[config.mk]
export PLATFORM = sky130hd
export DESIGN_NAME = hls_activity_monitor
export DESIGN_NICKNAME = d
export VERILOG_FILES = /design/src/rtl/hls_activity_monitor.sv
export SDC_FILE = /design/constraint.sdc
export NUM_CORES = 1
export LEC_CHECK = 0
export BUFFER_PORTS_ARGS = -buffer_cell sky130_fd_sc_hd__buf_2
export CAP_MARGIN = 20
export CORE_UTILIZATION = 56
export DETAILED_ROUTE_END_ITERATION = 8
export PLACE_DENSITY = 0.81
export SLEW_MARGIN = 5
export SYNTH_ARGS = -nofsm -noshare
export SYNTH_HDL_FRONTEND = slang
export SYNTH_SLANG_ARGS = --single-unit
[constraint.sdc]
create_clock -name clock -period 2.76 [get_ports clock]
set_input_delay 0.138 -clock clock [delete_from_list [all_inputs] [get_ports clock]]
set_output_delay 0.138 -clock clock [all_outputs]
set_load 0.01 [all_outputs]
[src/rtl/hls_activity_monitor.sv]
// Passive performance monitor for one HLS top function: module handshake,
// one FSM-sequenced loop and one pipelined loop. Optional macro: UPC_STALL_CNT_EN.
module hls_activity_monitor #(
  parameter int SEQ_STATE_W = 5,
  parameter int UPC_STATE_W = 2,
  parameter int CNT_W       = 32
) (
  input  logic                   clock,
  input  logic                   reset,
  input  logic                   finish,
  input  logic                   mod_start,
  input  logic                   mod_ready,
  input  logic                   mod_done,
  input  logic                   mod_continue,
  input  logic [SEQ_STATE_W-1:0] seq_cur_state,
  input  logic [SEQ_STATE_W-1:0] seq_pre_state,
  input  logic [SEQ_STATE_W-1:0] seq_post_state,
  input  logic [SEQ_STATE_W-1:0] seq_quit_state,
  input  logic [SEQ_STATE_W-1:0] seq_iter_start_state,
  input  logic [SEQ_STATE_W-1:0] seq_iter_end_state,
  input  logic [UPC_STATE_W-1:0] upc_cur_state,
  input  logic [UPC_STATE_W-1:0] upc_iter_start_state,
  input  logic [UPC_STATE_W-1:0] upc_iter_end_state,
  input  logic [UPC_STATE_W-1:0] upc_quit_state,
  input  logic                   upc_iter_start_block,
  input  logic                   upc_iter_end_block,
  input  logic                   upc_quit_block,
  input  logic                   upc_iter_start_enable,
  input  logic                   upc_iter_end_enable,
  input  logic                   upc_quit_enable,
  input  logic                   upc_loop_start,
  input  logic                   upc_loop_done,
  output logic                   mod_busy,
  output logic [CNT_W-1:0]       mod_txn_cnt,
  output logic [CNT_W-1:0]       mod_last_lat,
  output logic                   seq_active,
  output logic [CNT_W-1:0]       seq_iter_cnt,
  output logic [CNT_W-1:0]       seq_trip_cnt,
  output logic                   upc_active,
  output logic [CNT_W-1:0]       upc_iter_start_cnt,
  output logic [CNT_W-1:0]       upc_iter_end_cnt,
  output logic [CNT_W-1:0]       upc_inv_cnt,
  output logic [CNT_W-1:0]       upc_last_cycles
`ifdef UPC_STALL_CNT_EN
  ,
  output logic [CNT_W-1:0]       upc_stall_cnt
`endif
);

  typedef enum logic {
    MOD_IDLE = 1'b0,
    MOD_BUSY = 1'b1
  } mod_state_t;

  localparam logic [CNT_W-1:0] CNT_ONE = CNT_W'(1);

  function automatic logic [CNT_W-1:0] sat_inc(input logic [CNT_W-1:0] value);
    return (&value) ? value : value + CNT_ONE;
  endfunction

  // mod_ready is observed but deliberately influences nothing.
  logic unused_inputs;
  assign unused_inputs = ^{mod_ready, upc_quit_state, upc_quit_block, upc_quit_enable};

  // ---------------------------------------------------------------------------
  // Module handshake monitor
  // ---------------------------------------------------------------------------
  mod_state_t       mod_state;
  logic [CNT_W-1:0] mod_lat;
  logic             mod_end;

  assign mod_end  = mod_done && mod_continue;
  assign mod_busy = (mod_state == MOD_BUSY);

  // NOTE: sequential state uses non-blocking assignments only, so every
  // register samples the pre-edge value of every other register.
  always_ff @(posedge clock) begin
    if (reset) begin
      mod_state    <= MOD_IDLE;
      mod_lat      <= '0;
      mod_txn_cnt  <= '0;
      mod_last_lat <= '0;
    end else if (!finish) begin
      case (mod_state)
        MOD_IDLE: begin
          if (mod_start) begin
            mod_state <= MOD_BUSY;
            mod_lat   <= CNT_ONE;
          end
        end
        MOD_BUSY: begin
          if (mod_end) begin
            // The done cycle itself belongs to the transaction's latency.
            mod_txn_cnt  <= sat_inc(mod_txn_cnt);
            mod_last_lat <= sat_inc(mod_lat);
            if (mod_start) begin
              mod_lat <= CNT_ONE;
            end else begin
              mod_state <= MOD_IDLE;
              mod_lat   <= '0;
            end
          end else begin
            mod_lat <= sat_inc(mod_lat);
          end
        end
        default: begin
          mod_state <= MOD_IDLE;
          mod_lat   <= '0;
        end
      endcase
    end
  end

  // ---------------------------------------------------------------------------
  // Sequenced (FSM) loop monitor
  // ---------------------------------------------------------------------------
  logic [SEQ_STATE_W-1:0] seq_prev;
  logic                   seq_entry;
  logic                   seq_iter_done;
  logic                   seq_exit;

  assign seq_entry     = (seq_prev == seq_pre_state) && (seq_cur_state == seq_iter_start_state);
  assign seq_iter_done = seq_active && (seq_prev == seq_iter_end_state)
                         && (seq_cur_state != seq_iter_end_state);
  assign seq_exit      = seq_active && (seq_prev == seq_quit_state)
                         && (seq_cur_state == seq_post_state);

  always_ff @(posedge clock) begin
    if (reset) begin
      seq_prev     <= '0;
      seq_active   <= 1'b0;
      seq_iter_cnt <= '0;
      seq_trip_cnt <= '0;
    end else if (!finish) begin
      seq_prev <= seq_cur_state;
      if (seq_iter_done) begin
        seq_iter_cnt <= sat_inc(seq_iter_cnt);
      end
      if (seq_exit) begin
        seq_trip_cnt <= sat_inc(seq_trip_cnt);
      end
      // Entry wins so an exit/entry pair through a shared pre/post state re-arms.
      if (seq_entry) begin
        seq_active <= 1'b1;
      end else if (seq_exit) begin
        seq_active <= 1'b0;
      end
    end
  end

  // ---------------------------------------------------------------------------
  // Pipelined (UPC) loop monitor
  // ---------------------------------------------------------------------------
  logic [CNT_W-1:0] upc_cycles;
  logic             upc_issue;
  logic             upc_retire;

  assign upc_issue  = (upc_cur_state == upc_iter_start_state) && upc_iter_start_enable
                      && !upc_iter_start_block;
  assign upc_retire = (upc_cur_state == upc_iter_end_state) && upc_iter_end_enable
                      && !upc_iter_end_block;

  always_ff @(posedge clock) begin
    if (reset) begin
      upc_active         <= 1'b0;
      upc_cycles         <= '0;
      upc_iter_start_cnt <= '0;
      upc_iter_end_cnt   <= '0;
      upc_inv_cnt        <= '0;
      upc_last_cycles    <= '0;
    end else if (!finish) begin
      if (upc_issue) begin
        upc_iter_start_cnt <= sat_inc(upc_iter_start_cnt);
      end
      if (upc_retire) begin
        upc_iter_end_cnt <= sat_inc(upc_iter_end_cnt);
      end
      if (!upc_active) begin
        if (upc_loop_start) begin
          upc_active <= 1'b1;
          upc_cycles <= CNT_ONE;
        end
      end else if (upc_loop_done) begin
        upc_active      <= 1'b0;
        upc_inv_cnt     <= sat_inc(upc_inv_cnt);
        upc_last_cycles <= sat_inc(upc_cycles);
        upc_cycles      <= '0;
      end else begin
        upc_cycles <= sat_inc(upc_cycles);
      end
    end
  end

`ifdef UPC_STALL_CNT_EN
  logic upc_stall;

  assign upc_stall = upc_active &&
                     (((upc_cur_state == upc_iter_start_state) && upc_iter_start_enable
                       && upc_iter_start_block) ||
                      ((upc_cur_state == upc_quit_state) && upc_quit_enable
                       && upc_quit_block));

  always_ff @(posedge clock) begin
    if (reset) begin
      upc_stall_cnt <= '0;
    end else if (!finish && upc_stall) begin
      upc_stall_cnt <= sat_inc(upc_stall_cnt);
    end
  end
`endif

endmodule

==> run_summary.xml <==
<?xml version="1.0" encoding="UTF-8"?>
<metrics>
  <group name="timing">
    <metric name="rsz0062_at_grt" unit="">false</metric>
    <metric name="max_freq" unit="GHz">0.384</metric>
    <metric name="tightest_slew" unit="ns">0.889</metric>
    <metric name="finalClockSkew" unit="ns">0.0110</metric>
    <metric name="timing.final.crit_share" unit="">0.944</metric>
    <metric name="timing_max_transition_violations_final" unit="">0</metric>
    <metric name="final.min_clock_period" unit="ns">2.60</metric>
    <metric name="setup_viol" unit="">0</metric>
    <metric name="final_hold_viol_count" unit="">0</metric>
    <metric name="maxSlewHeadroom" unit="">0.407</metric>
    <metric name="timing.setup.tns" unit="ns">0</metric>
  </group>
  <group name="logic_synthesis">
    <metric name="ys_top_cells_by_area" unit="">sky130_fd_sc_hd__dfxtp_1 (40%), sky130_fd_sc_hd__xor2_1 (8.8%), sky130_fd_sc_hd__nor2_1 (6.6%)</metric>
    <metric name="synth_flop_cell" unit="">sky130_fd_sc_hd__dfxtp_1</metric>
    <metric name="synth-async-reset-ratio" unit="">0</metric>
    <metric name="mappedNetlistNets" unit="">2006</metric>
    <metric name="synth_seq_area_share" unit="">0.404</metric>
    <metric name="post_synth.cell_area_avg" unit="µm²">8.36</metric>
    <metric name="post_synth_num_cell_types" unit="">77</metric>
    <metric name="syn-cell-area" unit="mm²">0.0163</metric>
    <metric name="count_of_flip_flops_with_a_built_in_enable_after_synthesis" unit="">0</metric>
    <metric name="synth-seq-cells" unit="">328</metric>
    <metric name="area_share_of_the_leading_cell_type_in_the_synthesized_netlist" unit="">0.404</metric>
    <metric name="post_synth_inst_count" unit="">1945</metric>
    <metric name="yosys.area.top_type" unit="">sky130_fd_sc_hd__dfxtp_1</metric>
    <metric name="synth.yosys.warnings" unit="">0</metric>
  </group>
  <group name="pwr">
    <metric name="power_density" unit="mW/mm²">507</metric>
    <metric name="leakagePower" unit="nW">7.66</metric>
    <metric name="worst_ir_drop_vdd" unit="mV">0.394</metric>
    <metric name="total_power" unit="W">0.00988</metric>
  </group>
  <group name="worst_hold_path">
    <metric name="holdCritPathClass" unit="">in2reg</metric>
  </group>
  <group name="placed_design">
    <metric name="detailedPlacementHpwl" unit="µm">31800</metric>
    <metric name="port-buffer-count" unit="">306</metric>
    <metric name="globalplace.congestion" unit="">0.881</metric>
  </group>
  <group name="drt">
    <metric name="num_vias" unit="">15700</metric>
    <metric name="routed_wl" unit="µm">45500</metric>
    <metric name="drt-initial-drc-count" unit="">1133</metric>
    <metric name="route.detailed.drc" unit="">0</metric>
    <metric name="wl_per_cell" unit="µm">17.1</metric>
    <metric name="viasPerCell" unit="">5.92</metric>
    <metric name="drtPass1Iterations" unit="">5</metric>
    <metric name="ant_nets" unit="">0</metric>
  </group>
  <group name="cts">
    <metric name="cts_inserted_buffers" unit="">36</metric>
    <metric name="htree_levels" unit="">2</metric>
    <metric name="clockRootBuffer" unit="">sky130_fd_sc_hd__clkbuf_16</metric>
    <metric name="maximum_number_of_buffers_from_clock_root_to_sink" unit="">3</metric>
    <metric name="worstSkewPairLatency" unit="ns">0.52</metric>
    <metric name="tritoncts_clock_tree" unit="">built</metric>
    <metric name="cts.sinks" unit="">328</metric>
    <metric name="clkTransAtPathRegs" unit="ns">0.06</metric>
  </group>
  <group name="cells_and_area">
    <metric name="n_fill_cell" unit="">2375</metric>
    <metric name="mostFrequentLayoutCell" unit="">sky130_fd_sc_hd__dfxtp_1</metric>
    <metric name="layout_common_cells" unit="">sky130_fd_sc_hd__dfxtp_1 (328), sky130_fd_sc_hd__buf_2 (305), sky130_fd_sc_hd__nor2_1 (284)</metric>
    <metric name="share_of_final_layout_standard_cells_stronger_than_drive_strength_1" unit="">0.202</metric>
    <metric name="final_net_count" unit="">2309</metric>
    <metric name="areaGrowthSynthToFinish" unit="%">19.9</metric>
  </group>
  <group name="critical_path">
    <metric name="critPathKind" unit="">reg2reg</metric>
    <metric name="setup.worst_path.start_class" unit="">flop</metric>
    <metric name="worst_ep_arrival_time" unit="ns">3.04</metric>
    <metric name="crit_path_max_fanout" unit="">8</metric>
    <metric name="critPathCaptureType" unit="">flop</metric>
    <metric name="worst-endpoint-required" unit="ns">3.20</metric>
  </group>
  <group name="die">
    <metric name="floorplan.die.width" unit="µm">172</metric>
    <metric name="num_io_pins" unit="">312</metric>
    <metric name="floorplan.die.height" unit="µm">172</metric>
    <metric name="core-area" unit="mm²">0.0286</metric>
    <metric name="initial_utilization" unit="">0.568</metric>
    <metric name="rows" unit="">62</metric>
    <metric name="dieArea" unit="mm²">0.0297</metric>
  </group>
  <group name="job">
    <metric name="max_capacitance_violation_count" unit="">0</metric>
  </group>
  <group name="global_routing">
    <metric name="grt_util_all_layers" unit="">0.290</metric>
    <metric name="grt-ovfl-total" unit="">0</metric>
    <metric name="wire_length_of_the_first_global_routing_pass" unit="µm">70200</metric>
    <metric name="grt_pass1_vias" unit="">14000</metric>
    <metric name="initial_antenna_violation_count" unit="">3</metric>
    <metric name="maximum_number_of_pins_on_one_net_before_global_route_repair" unit="">88</metric>
  </group>
  <group name="run_status">
    <metric name="outcome" unit="">finished clean</metric>
  </group>
</metrics>
## kinds of logic after synthesis
family | share of synthesized area
AND/OR/NAND/NOR | 0.306
buffers and inverters | 0.0313
flip-flops | 0.404
AO/OA/AOI/OAI | 0.115
multiplexers | 0.00693
adder cells (fa/ha/maj) | 0.00616
XOR/XNOR | 0.130
## power breakdown
part,internal (W),total (W),switching [W]
Clock,0.00274,0.00468,0.00194
Sequential,0.00477,0.00480,0.0000307
Combinational,0.000141,0.000393,0.000253
Total,0.00765,0.00988,0.00222
## cell usage after synthesis (all sizes together) (28+ instances only)
cell type,count
a31oi,43
nand3,129
xnor2,79
o21ai,68
nor2,286
nor3,29
nand2,141
a211oi,59
inv,28
and3,63
a21oi,73
nor4,33
or3,31
and4,31
xor2,163
clkbuf,75
nand4,119
dfxtp,328
## final timing paths
kind | slack [ns] | startpoint | cells after the start | endpoint
min reg2reg | 0.45 | mod_last_lat[11]$_SDFFE_PP0P_ | 2 | mod_last_lat[11]$_SDFFE_PP0P_
max | 0.16 | seq_active$_SDFFE_PP0P_ | 7 | seq_trip_cnt[21]$_SDFFE_PP0P_
max reg2reg | 0.16 | seq_active$_SDFFE_PP0P_ | 7 | seq_trip_cnt[21]$_SDFFE_PP0P_
min | 0.11 | mod_continue | 4 | mod_busy$_SDFFE_PP0N_
## state kept, by name (all words and copies together) (netlist names)
name	count
mod_busy	1
mod_last_lat	32
mod_lat	32
mod_txn_cnt	32
seq_active	1
seq_iter_cnt	32
seq_prev	5
seq_trip_cnt	32
upc_active	1
upc_cycles	32
upc_inv_cnt	32
upc_iter_end_cnt	32
upc_iter_start_cnt	32
upc_last_cycles	32
## cell type report
class	count	area (µm²)	area share
diodes	4	10.0	0.000513
clock buffers	52	1050	0.0540
repair buffers	363	2000	0.103
well taps	384	480	0.0246
flip-flops and latches	328	6570	0.337
inverters	28	105	0.00539
multi-input cells	1491	9200	0.472
clock inverters	9	86.3	0.00443
## timing repair
item / 4_1_cts / 5_1_grt
setup buffers: 0 / 3
endpoints found under the setup margin: 0 / 4
hold buffers: 8 / 0
gates resized for setup: 0 / 1
endpoints found under the hold margin: 9 / 0
## worst max-delay path: stages, from the launching register on
cell                      delay, ns
sky130_fd_sc_hd__dfxtp_1       0.37
sky130_fd_sc_hd__nor2b_1       0.39
sky130_fd_sc_hd__nand4_1       0.46
sky130_fd_sc_hd__nor4_2        0.40
sky130_fd_sc_hd__buf_4         0.22
sky130_fd_sc_hd__nand3_1       0.17
sky130_fd_sc_hd__or4_1         0.44
sky130_fd_sc_hd__o21ai_0       0.08
## per-layer routing
layer,vias to the layer above,global-route usage,part of all wire
met5,-,0,0
met4,0,0.143,0.038
met3,119,0.0739,0.080
met2,588,0.491,0.48
met1,7440,0.340,0.40
li1,7582,-,-
## metrics by stage
stage / utilization / hold slack (ns) / instances / instance area, µm² / setup slack (ns)
finish: 0.681 / 0.109 / 2659 / 19500 / 0.156
detailed placement: 0.637 / 0.439 / 2583 / 18200 / 0.0809
global placement: 0.637 / 0.426 / 2583 / 18200 / 0.176
floorplan: - / 0.282 / 1945 / 16300 / 0.480
global route: 0.681 / 0.133 / 2658 / 19500 / 0.0406
CTS: 0.680 / 0.0836 / 2652 / 19500 / 0.0907
(Power assumes the default switching activity.)
